===== config.mk =====
export PLATFORM = sky130hd
export DESIGN_NAME = dram_ctrl_ru6
export DESIGN_NICKNAME = d
export VERILOG_FILES = /design/src/rtl/dram_ru6_pkg.sv /design/src/rtl/dram_refresh_timer.sv /design/src/rtl/dram_ctrl_ru6.sv
export SDC_FILE = /design/constraint.sdc
export NUM_CORES = 1
export LEC_CHECK = 0
export ABC_AREA = 0
export CAP_MARGIN = 20
export CELL_PAD_IN_SITES_DETAIL_PLACEMENT = 0
export CELL_PAD_IN_SITES_GLOBAL_PLACEMENT = 1
export CORE_ASPECT_RATIO = 0.6
export CORE_MARGIN = 3
export CORE_UTILIZATION = 33
export DETAILED_ROUTE_END_ITERATION = 8
export PLACE_DENSITY = 0.8
export SLEW_MARGIN = 25
export SYNTH_ARGS = -nofsm -noshare
export SYNTH_HDL_FRONTEND = slang
export SYNTH_HIERARCHICAL = 1
export SYNTH_SLANG_ARGS = --single-unit

===== constraint.sdc =====
create_clock -name pin_clk -period 1.9 [get_ports pin_clk]
set_input_delay 0.285 -clock pin_clk [delete_from_list [all_inputs] [get_ports pin_clk]]
set_output_delay 0.285 -clock pin_clk [all_outputs]
set_load 0.03 [all_outputs]

===== src/rtl/dram_ru6_pkg.sv =====
// dram_ru6_pkg: shared states, widths and address slice helpers; REF_* states exist only with DRAM_REFRESH_EN
package dram_ru6_pkg;
   localparam int MA_W   = 7;
   localparam int ADDR_W = 14;
   localparam int DATA_W = 16;
   localparam int LANES  = 2;
   typedef enum logic [2:0] {
      S_IDLE, S_ROW_SET, S_RAS, S_COL_SET, S_CAS, S_PRE
`ifdef DRAM_REFRESH_EN
      , S_REF_SET, S_REF_RAS
`endif
   } state_t;
   function automatic logic [MA_W-1:0] row_of(input logic [ADDR_W-1:0] a);
      return a[MA_W-1:0];
   endfunction
   function automatic logic [MA_W-1:0] col_of(input logic [ADDR_W-1:0] a);
      return a[ADDR_W-1:MA_W];
   endfunction
endpackage


===== src/rtl/dram_refresh_timer.sv =====
// dram_refresh_timer: refresh interval counter, pending flag and RAS-only row counter (used with DRAM_REFRESH_EN)
module dram_refresh_timer
   import dram_ru6_pkg::*;
#(
   parameter int REF_PERIOD = 64
) (
   input  logic            pin_clk,
   input  logic            pin_rst_n,
   input  logic            i_advance,
   output logic            o_ref_pend,
   output logic [MA_W-1:0] o_row
);
   logic [15:0]     r_cnt;
   logic            r_pend;
   logic [MA_W-1:0] r_row;
   logic            w_wrap;
   assign w_wrap     = r_cnt == 16'(REF_PERIOD - 1);
   assign o_ref_pend = r_pend;
   assign o_row      = r_row;
   // count the interval, raise pending at each wrap and retire it when a refresh completes
   always_ff @(posedge pin_clk or negedge pin_rst_n) begin
      if (!pin_rst_n) begin
         r_cnt  <= '0;
         r_pend <= 1'b0;
         r_row  <= '0;
      end else begin
         r_cnt  <= w_wrap ? '0 : r_cnt + 16'd1;
         r_pend <= w_wrap | (r_pend & ~i_advance);
         r_row  <= i_advance ? r_row + 7'd1 : r_row;
      end
   end
endmodule


===== src/rtl/dram_ctrl_ru6.sv =====
// dram_ctrl_ru6: RU6 DRAM sequencer (row/col mux, RAS/CAS/WE timing, read capture); refresh via DRAM_REFRESH_EN
module dram_ctrl_ru6
   import dram_ru6_pkg::*;
#(
   parameter int RCD        = 1,
   parameter int CAS_W      = 2,
   parameter int PRE        = 2,
   parameter int REF_PERIOD = 64
) (
   input  logic              pin_clk,
   input  logic              pin_rst_n,
   input  logic              req_valid,
   output logic              req_ready,
   input  logic              req_we,
   input  logic [ADDR_W-1:0] req_addr,
   input  logic [LANES-1:0]  req_be,
   input  logic [DATA_W-1:0] req_wdata,
   output logic              rsp_ack,
   output logic [DATA_W-1:0] rsp_rdata,
   output logic [MA_W-1:0]   ram_ma,
   output logic [DATA_W-1:0] ram_di,
   input  logic [DATA_W-1:0] ram_do,
   output logic              ram_ras_n,
   output logic [LANES-1:0]  ram_cas_n,
   output logic              ram_we_n
);
   state_t            r_state, w_nxt;
   logic [7:0]        r_cnt;
   logic              r_we;
   logic [ADDR_W-1:0] r_addr;
   logic [LANES-1:0]  r_be;
   logic [DATA_W-1:0] r_wdata;
   logic [MA_W-1:0]   r_ma, w_ma;
   logic              r_ras_n, w_ras_n;
   logic [LANES-1:0]  r_cas_n, w_cas_n;
   logic              r_we_n, w_we_n;
   logic [DATA_W-1:0] r_di, w_di;
   logic              r_ack;
   logic [DATA_W-1:0] r_rdata;
   logic              w_ref_pend;
   logic              w_xfer;
   logic              w_cas_end;
`ifdef DRAM_REFRESH_EN
   logic              w_advance;
   logic [MA_W-1:0]   w_ref_row;
   assign w_advance = (r_state == S_REF_RAS) && (w_nxt != S_REF_RAS);
   dram_refresh_timer #(.REF_PERIOD(REF_PERIOD)) u_refresh (
      .pin_clk    (pin_clk),
      .pin_rst_n  (pin_rst_n),
      .i_advance  (w_advance),
      .o_ref_pend (w_ref_pend),
      .o_row      (w_ref_row)
   );
`else
   logic              w_unused_ref;
   assign w_ref_pend   = 1'b0;
   assign w_unused_ref = REF_PERIOD != 0;
`endif
   assign req_ready = (r_state == S_IDLE) & ~w_ref_pend;
   assign w_xfer    = req_valid & req_ready;
   assign w_cas_end = (r_state == S_CAS) && (w_nxt == S_PRE);
   assign ram_ma    = r_ma;
   assign ram_di    = r_di;
   assign ram_ras_n = r_ras_n;
   assign ram_cas_n = r_cas_n;
   assign ram_we_n  = r_we_n;
   assign rsp_ack   = r_ack;
   assign rsp_rdata = r_rdata;
   // next state: pending refresh beats a new request in IDLE; timed states leave on their last clock
   always_comb begin
      w_nxt = r_state;
      case (r_state)
         S_IDLE: begin
`ifdef DRAM_REFRESH_EN
            if (w_ref_pend) w_nxt = S_REF_SET;
            else
`endif
            if (w_xfer) w_nxt = S_ROW_SET;
         end
         S_ROW_SET: w_nxt = S_RAS;
         S_RAS:     w_nxt = (r_cnt == 8'(RCD - 1)) ? S_COL_SET : S_RAS;
         S_COL_SET: w_nxt = S_CAS;
         S_CAS:     w_nxt = (r_cnt == 8'(CAS_W - 1)) ? S_PRE : S_CAS;
         S_PRE:     w_nxt = (r_cnt == 8'(PRE - 1)) ? S_IDLE : S_PRE;
`ifdef DRAM_REFRESH_EN
         S_REF_SET: w_nxt = S_REF_RAS;
         S_REF_RAS: w_nxt = (r_cnt == 8'(RCD + CAS_W - 1)) ? S_PRE : S_REF_RAS;
`endif
         default:   w_nxt = S_IDLE;
      endcase
   end
   // pin values for the state being entered, so they are registered and glitch-free
   always_comb begin
      w_ma    = r_ma;
      w_ras_n = 1'b1;
      w_cas_n = '1;
      w_we_n  = 1'b1;
      w_di    = r_di;
      case (w_nxt)
         S_ROW_SET: w_ma = row_of(req_addr);
         S_RAS:     w_ras_n = 1'b0;
         S_COL_SET: begin
            w_ras_n = 1'b0;
            w_ma    = col_of(r_addr);
            w_we_n  = ~r_we;
            w_di    = r_wdata;
         end
         S_CAS: begin
            w_ras_n = 1'b0;
            w_we_n  = ~r_we;
            w_cas_n = r_we ? ~r_be : '0;
         end
`ifdef DRAM_REFRESH_EN
         S_REF_SET: w_ma = w_ref_row;
         S_REF_RAS: w_ras_n = 1'b0;
`endif
         default: ;
      endcase
   end
   // state, phase counter, request capture, pins, ack pulse and read capture at the end of CAS
   always_ff @(posedge pin_clk or negedge pin_rst_n) begin
      if (!pin_rst_n) begin
         r_state <= S_IDLE;
         r_cnt   <= '0;
         r_we    <= 1'b0;
         r_addr  <= '0;
         r_be    <= '0;
         r_wdata <= '0;
         r_ma    <= '0;
         r_ras_n <= 1'b1;
         r_cas_n <= '1;
         r_we_n  <= 1'b1;
         r_di    <= '0;
         r_ack   <= 1'b0;
         r_rdata <= '0;
      end else begin
         r_state <= w_nxt;
         r_cnt   <= (w_nxt != r_state) ? 8'd0 : r_cnt + 8'd1;
         r_we    <= w_xfer ? req_we : r_we;
         r_addr  <= w_xfer ? req_addr : r_addr;
         r_be    <= w_xfer ? req_be : r_be;
         r_wdata <= w_xfer ? req_wdata : r_wdata;
         r_ma    <= w_ma;
         r_ras_n <= w_ras_n;
         r_cas_n <= w_cas_n;
         r_we_n  <= w_we_n;
         r_di    <= w_di;
         r_ack   <= w_cas_end;
         r_rdata <= (w_cas_end && !r_we) ? ram_do : r_rdata;
      end
   end
endmodule

* After elaboration in Yosys (flattened, before gate mapping)
Index checks and enable logic that the tools add are counted.
Word-level totals: register bits after elaboration 88, logic and storage cells 48, bits of input ports 52, output and inout bits 45
Cells by class: bitwise operators 3, reduce and logical (&&, ||, !) cells 8, equality and inequality tests 12, add/subtract/negate cells 1, mux-type cells 11
Operator list (count):
- $pmux 3 s6 | 1
- $pmux 7 s2 | 1
- $eq 3x2->1 const B | 4
- $eq 3x3->1 const B | 4
- $add 8x1->8 const B | 1
- $eq 8x1->1 const B | 1
- $logic_not 8->1 | 1
- $mux 8 | 1
- $eq 3x1->1 const B | 2
- $mux 3 | 2
- $mux 1 | 4
- $mux 2 | 2
- $logic_not 3->1 | 1
- $ne 3x3->1 | 1
- $reduce_or 3->1 | 1
- $logic_and 1x1->1 | 2
- $not 2->2 | 1
- $reduce_bool 2->1 | 1
- $reduce_or 2->1 | 1
- $and 1x1->1 | 1
- $logic_not 1->1 | 1
- $not 1->1 | 1

* Longest topological paths before layout
Gate-level depths: netlist of run 1.
depth in word-level cells 7, gate-level depth with buffers 7, mapped depth without buffers 6

* Worst setup path after synthesis of run 1
Ideal clock, no wire load.
kind reg2reg, from reg r_state[1], to reg r_ma[0], in the netlist ram_ma[0], cell stages (with the launch flop) 6, required time 1.775 ns, period minus slack after synthesis 2.305 ns, buffers on the path 1, data arrival time 2.180 ns, library setup time 0.125 ns, setup slack -0.405 ns, cells stage by stage dfrtp_1 > buf_6 > nor3_2 > nand2_1 > a221oi_2 > mux2_2
On the way: cells in the longest elaborated chain, start to end 6, elaborated cells between the ends (all ways) 13, classes of those cells 7 x eq/ne; 3 x mux; 1 x bitwise; 2 x reduce/logical
RTL lines:
- start, declared | line dram_ctrl_ru6.sv:27 | state_t r_state, w_nxt;
- start signal, assigned | line dram_ctrl_ru6.sv:137 | r_state <= w_nxt;
- $logic_not 3->1 * | line dram_ctrl_ru6.sv:59 | assign req_ready = (r_state == S_IDLE) & ~w_ref_pend;
- named net req_ready | line dram_ctrl_ru6.sv:13 | output logic req_ready,
- $and 1x1->1 | line dram_ctrl_ru6.sv:60 | assign w_xfer = req_valid & req_ready;
- $mux 3 | line dram_ctrl_ru6.sv:78 | if (w_xfer) w_nxt = S_ROW_SET;
- $pmux 3 s6 * | line dram_ctrl_ru6.sv:72 | case (r_state)
- $eq 3x2->1 / $eq 3x1->1 (equally long branches) | line dram_ctrl_ru6.sv:99 | case (w_nxt)
- $pmux 7 s2 / $reduce_bool 2->1 (equally long branches)
- end signal, assigned | line dram_ctrl_ru6.sv:143 | r_ma <= w_ma;
- end, declared | line dram_ctrl_ru6.sv:33 | logic [MA_W-1:0] r_ma, w_ma;
The timed path passes the listed nets; every way through them passes the cells marked *. A chain may end at the register's enable or synchronous reset.

* Worst setup path in the final report of run 1
from reg r_cnt[4], to reg r_ma[2], in the netlist ram_ma[2]
On the way: cells in the longest elaborated chain, start to end 5, elaborated cells between the ends (all ways) 10, classes of those cells 3 x eq/ne; 5 x mux; 2 x reduce/logical
RTL lines:
- start, declared | line dram_ctrl_ru6.sv:28 | logic [7:0] r_cnt;
- start signal, assigned | line dram_ctrl_ru6.sv:138 | r_cnt <= (w_nxt != r_state) ? 8'd0 : r_cnt + 8'd1;
- $eq 8x1->1 / $logic_not 8->1 (equally long branches) | line dram_ctrl_ru6.sv:83, dram_ctrl_ru6.sv:84, dram_ctrl_ru6.sv:81
- $mux 3, or another cell as far along | line dram_ctrl_ru6.sv:84 | S_PRE: w_nxt = (r_cnt == 8'(PRE - 1)) ? S_IDLE : S_PRE;
- $pmux 3 s6 * | line dram_ctrl_ru6.sv:72
- $eq 3x2->1 / $eq 3x1->1 (equally long branches) | line dram_ctrl_ru6.sv:99
- $pmux 7 s2 / $reduce_bool 2->1 (equally long branches)
Mark *: on every way between the ends. The rest lies on a longest branch, timed or not.

==> results.toml, run 1 <==
[logic_synthesis]
synth_common_cells = "nand2_1 (82), dfrtp_1 (77), mux2_2 (37)"
yosys_most_used_dff = "dfrtp_1"
async_flop_share_pct = 100
synth.distinct_cells = 39
syn-cell-area_um2 = 3400
synth_top_area_share_pct = 56.6
avgSynthCellArea_um2 = 12.2
ys_warn_count = 6
syn_inst = 280
synth_most_common_cell = "nand2_1"
synth_edf_count = 0
yosysTopAreaCell = "dfrtp_1"
synth.ff_latch_count = 81
seq_area_frac_synth_pct = 59.7
ys_top_cells_by_area = "dfrtp_1 (57%), mux2_2 (12%), nand2_1 (9.0%), mux2_4 (4.4%), dfstp_2 (3.1%)"
syn_nets = 335

[global_routing]
gr-total-overflow = 0
first_global_vias = 2620
antenna_found_initial = 0
grt_max_degree = 46
grt_use_total_pct = 14.8
grt_first_pass_wirelength_um = 13400

[placed_design]
hpwlAfterDp_um = 5880
place_congestion = 0.770
numPortBuffers = 96
dp_cells = 524

[route]
wl_um = 8170
firstDrtPassIters = 6
postRouteAntennaNets = 0
drt_iter0_markers = 106
dr_total_vias = 2496
wl_per_cell_um = 15.0
vias_per_cell = 4.58
drc = 0

[worst_setup_path]
crit_path_max_fanout = 7
cpLargestDelayFamily = "compound AO/OA/AOI/OAI gates"
crit_path_end_kind = "flop"
cp_data_arrival_time_ps = 2150
crit_path_cell_trace = "nor4_4, buf_4, o211ai_1, a221oi_4, buf_12, mux2_4"
cpMaxStageDelayCell = "dfrtp_1"
slowest_delay_ps = 410
crit_required_ps = 2110
cp-start-kind = "flop"
worstSetupPathType = "flop to flop"
critical_path_buf_inv_count = 2

[sta]
fmax_mhz = 516
drv_slew = 0
tightest_slew_ps = 588
clock_skew_ps = 4.47
holdWs_ps = 415
finalCriticalPeriod_ps = 1940
finalCritPeriodShare_pct = 102
setup_ws_ps = -37.6
relSlewSlack_pct = 60.8
finalHoldViolCount = 0
finalSetupViolations = 7
tns_ps = -252
rsz0062_at_grt = "true"

[power]
p_leak_uw = 0.00236
pwr_density_cell_nw_per_um2 = 1800
ir_worst_vdd_mv = 0.813

[flow_run]
maxCapViolCount = 0

[clock_tree]
cts-buffers-inserted = 9
cts_max_path_buffers = 2
clkSlewWorstSetupHoldPaths_ps = 60
root_buffer = "clkbuf_16"
cts_tree = "done"
cts_max_level = 3
clkLatencyLatePin_ps = 330
clkSinkCount = 81

[layout]
n_fill_cell = 866
synthToLayoutAreaGrowth_pct = 49.4
finalNonFillerCells = 545
insertedDiodeCount = 0
drive_gt1_share_pct = 26.1
fin_util_pct = 51.1
finalNetCount = 461

[die]
ios = 97
die_h_um = 84.7
start_util_pct = 34.2
core_um2 = 9950
die_w_um = 137
num_rows = 28
dieArea_um2 = 11600

[status]
violations = "negative setup slack"
status = "finished with violations"

[hold_path]
hold_path.class = "flop to flop"
-- cells by family after synthesis --
family / count (synthesis) / synth area share (%)
AND/OR/NAND/NOR: 114 / 15.1
flip-flops: 81 / 59.7
multiplexers: 47 / 16.6
buffers and inverters: 15 / 2.72
AO/OA/AOI/OAI: 13 / 2.90
XOR/XNOR: 7 / 1.80
adder cells (fa/ha/maj): 3 / 1.10
-- where the power goes --
group          leakage (uW)  switching [uW]  internal, uW
Sequential          0.00100             433          2520
Combinational       0.00122            2300          2280
Clock              0.000133             636          1010
-- registers in the layout, indices dropped and copies added (netlist names) --
signal and flops:
ram_cas_n 2, rsp_rdata 16, ram_ras_n 1, ram_di 16, r_be 2, ram_ma 7, rsp_ack 1, ram_we_n 1
r_addr 7, r_wdata 16, r_state 3, r_we 1, r_cnt 8
-- layer usage --
layer	global-route usage (%)	wire, um	up-vias	part of all wire, %
met5	0	0	-	0
li1	-	-	1185	-
met3	5.03	503	10	6.2
met1	22.4	4100	1228	50
met2	19.9	3460	73	42
met4	4.44	103	0	1.3
-- worst register-to-register path, delay by kind of cell (launching register included) --
kind | cells | cell delay (ps)
AOI/OAI and AO/OA | 2 | 490
DFF | 1 | 410
buffers and inverters | 2 | 350
and+or+nand+nor | 1 | 270
muxes | 1 | 300
-- worst paths after layout --
kind | depth (start not counted) | slack [ps] | start | end
hold reg to reg | 1 | 420 | r_be[1] | ram_cas_n[1]
setup / recovery | 6 | -40 | r_cnt[4] | ram_ma[2]
setup reg to reg | 6 | -40 | r_cnt[4] | ram_ma[2]
min in group asynchronous | 2 | 490 | pin_rst_n | r_wdata[7]
hold / removal | 1 | 420 | r_be[1] | ram_cas_n[1]
max in group asynchronous | 3 | 730 | pin_rst_n | rsp_rdata[8]
-- final cells by class --
cell class / count / area (um2) / share of cell area [%]
flip-flops and latches: 81 / 2030 / 39.9
multi-input cells: 184 / 1360 / 26.7
repair buffers: 126 / 1230 / 24.2
clock buffers: 12 / 236 / 4.65
well taps: 135 / 169 / 3.32
clock inverters: 3 / 42.5 / 0.836
inverters: 4 / 15.0 / 0.295
-- metrics by stage --
| stage | worst slack (ps) | cell area [um2] | total power, uW |
|---|---|---|---|
| 6_report | -37.6 | 5090 | 9180 |
| 4_1_cts | 7.78 | 5030 | 9120 |
| 3_5_place_dp | -72.3 | 4710 | 7400 |
| 2_1_floorplan | -16.1 | 3430 | 5540 |
| 3_3_place_gp | 6.27 | 4710 | 7310 |
| 5_1_grt | -115 | 5090 | 9750 |
-- placed cells by master (no fill, tap or decap), types with 2 or more instances in the layout --
cell	Yosys	final
clkdlybuf4s50_1	0	94
nand2_1	82	80
dfrtp_1	77	77
mux2_2	37	30
buf_4	1	27
mux2_4	10	17
nor2_1	12	11
clkbuf_16	0	9
o21ai_0	5	5
nand3_1	5	5
xor2_1	5	5
inv_1	4	4
buf_12	1	4
dfstp_2	4	4
ha_1	3	3
clkbuf_1	5	3
nor4_4	2	2
and3b_1	2	2
xnor2_1	2	2
-- timing repair --
action                                  in CTS  in global routing
buffers inserted                             3                  2
endpoints found under the hold margin       38                  0
pin swaps                                    3                  2
resized for setup                            2                 11
hold buffers                                 1                  0
endpoints found under the setup margin      11                 42
No activity file was read; power rests on OpenSTA's default activity.
==> run 2, diff against run 1 <==
--- a/config.mk
+++ b/config.mk
@@ -6,7 +6,7 @@
 export NUM_CORES = 1
 export LEC_CHECK = 0
 export ABC_AREA = 0
-export CAP_MARGIN = 20
+export CAP_MARGIN = 30
 export CELL_PAD_IN_SITES_DETAIL_PLACEMENT = 0
 export CELL_PAD_IN_SITES_GLOBAL_PLACEMENT = 1
 export CORE_ASPECT_RATIO = 0.6
==> results of run 2 <==
The final DEF is identical to that of run 1; final timing and power are the same.
==> run 3, diff against run 2 <==
--- a/config.mk
+++ b/config.mk
@@ -12,6 +12,7 @@
 export CORE_ASPECT_RATIO = 0.6
 export CORE_MARGIN = 3
 export CORE_UTILIZATION = 33
+export CTS_CLUSTER_SIZE = 10
 export DETAILED_ROUTE_END_ITERATION = 8
 export PLACE_DENSITY = 0.8
 export SLEW_MARGIN = 25
==> results of run 3 <==
The final DEF is identical to that of run 1; final timing and power are the same.
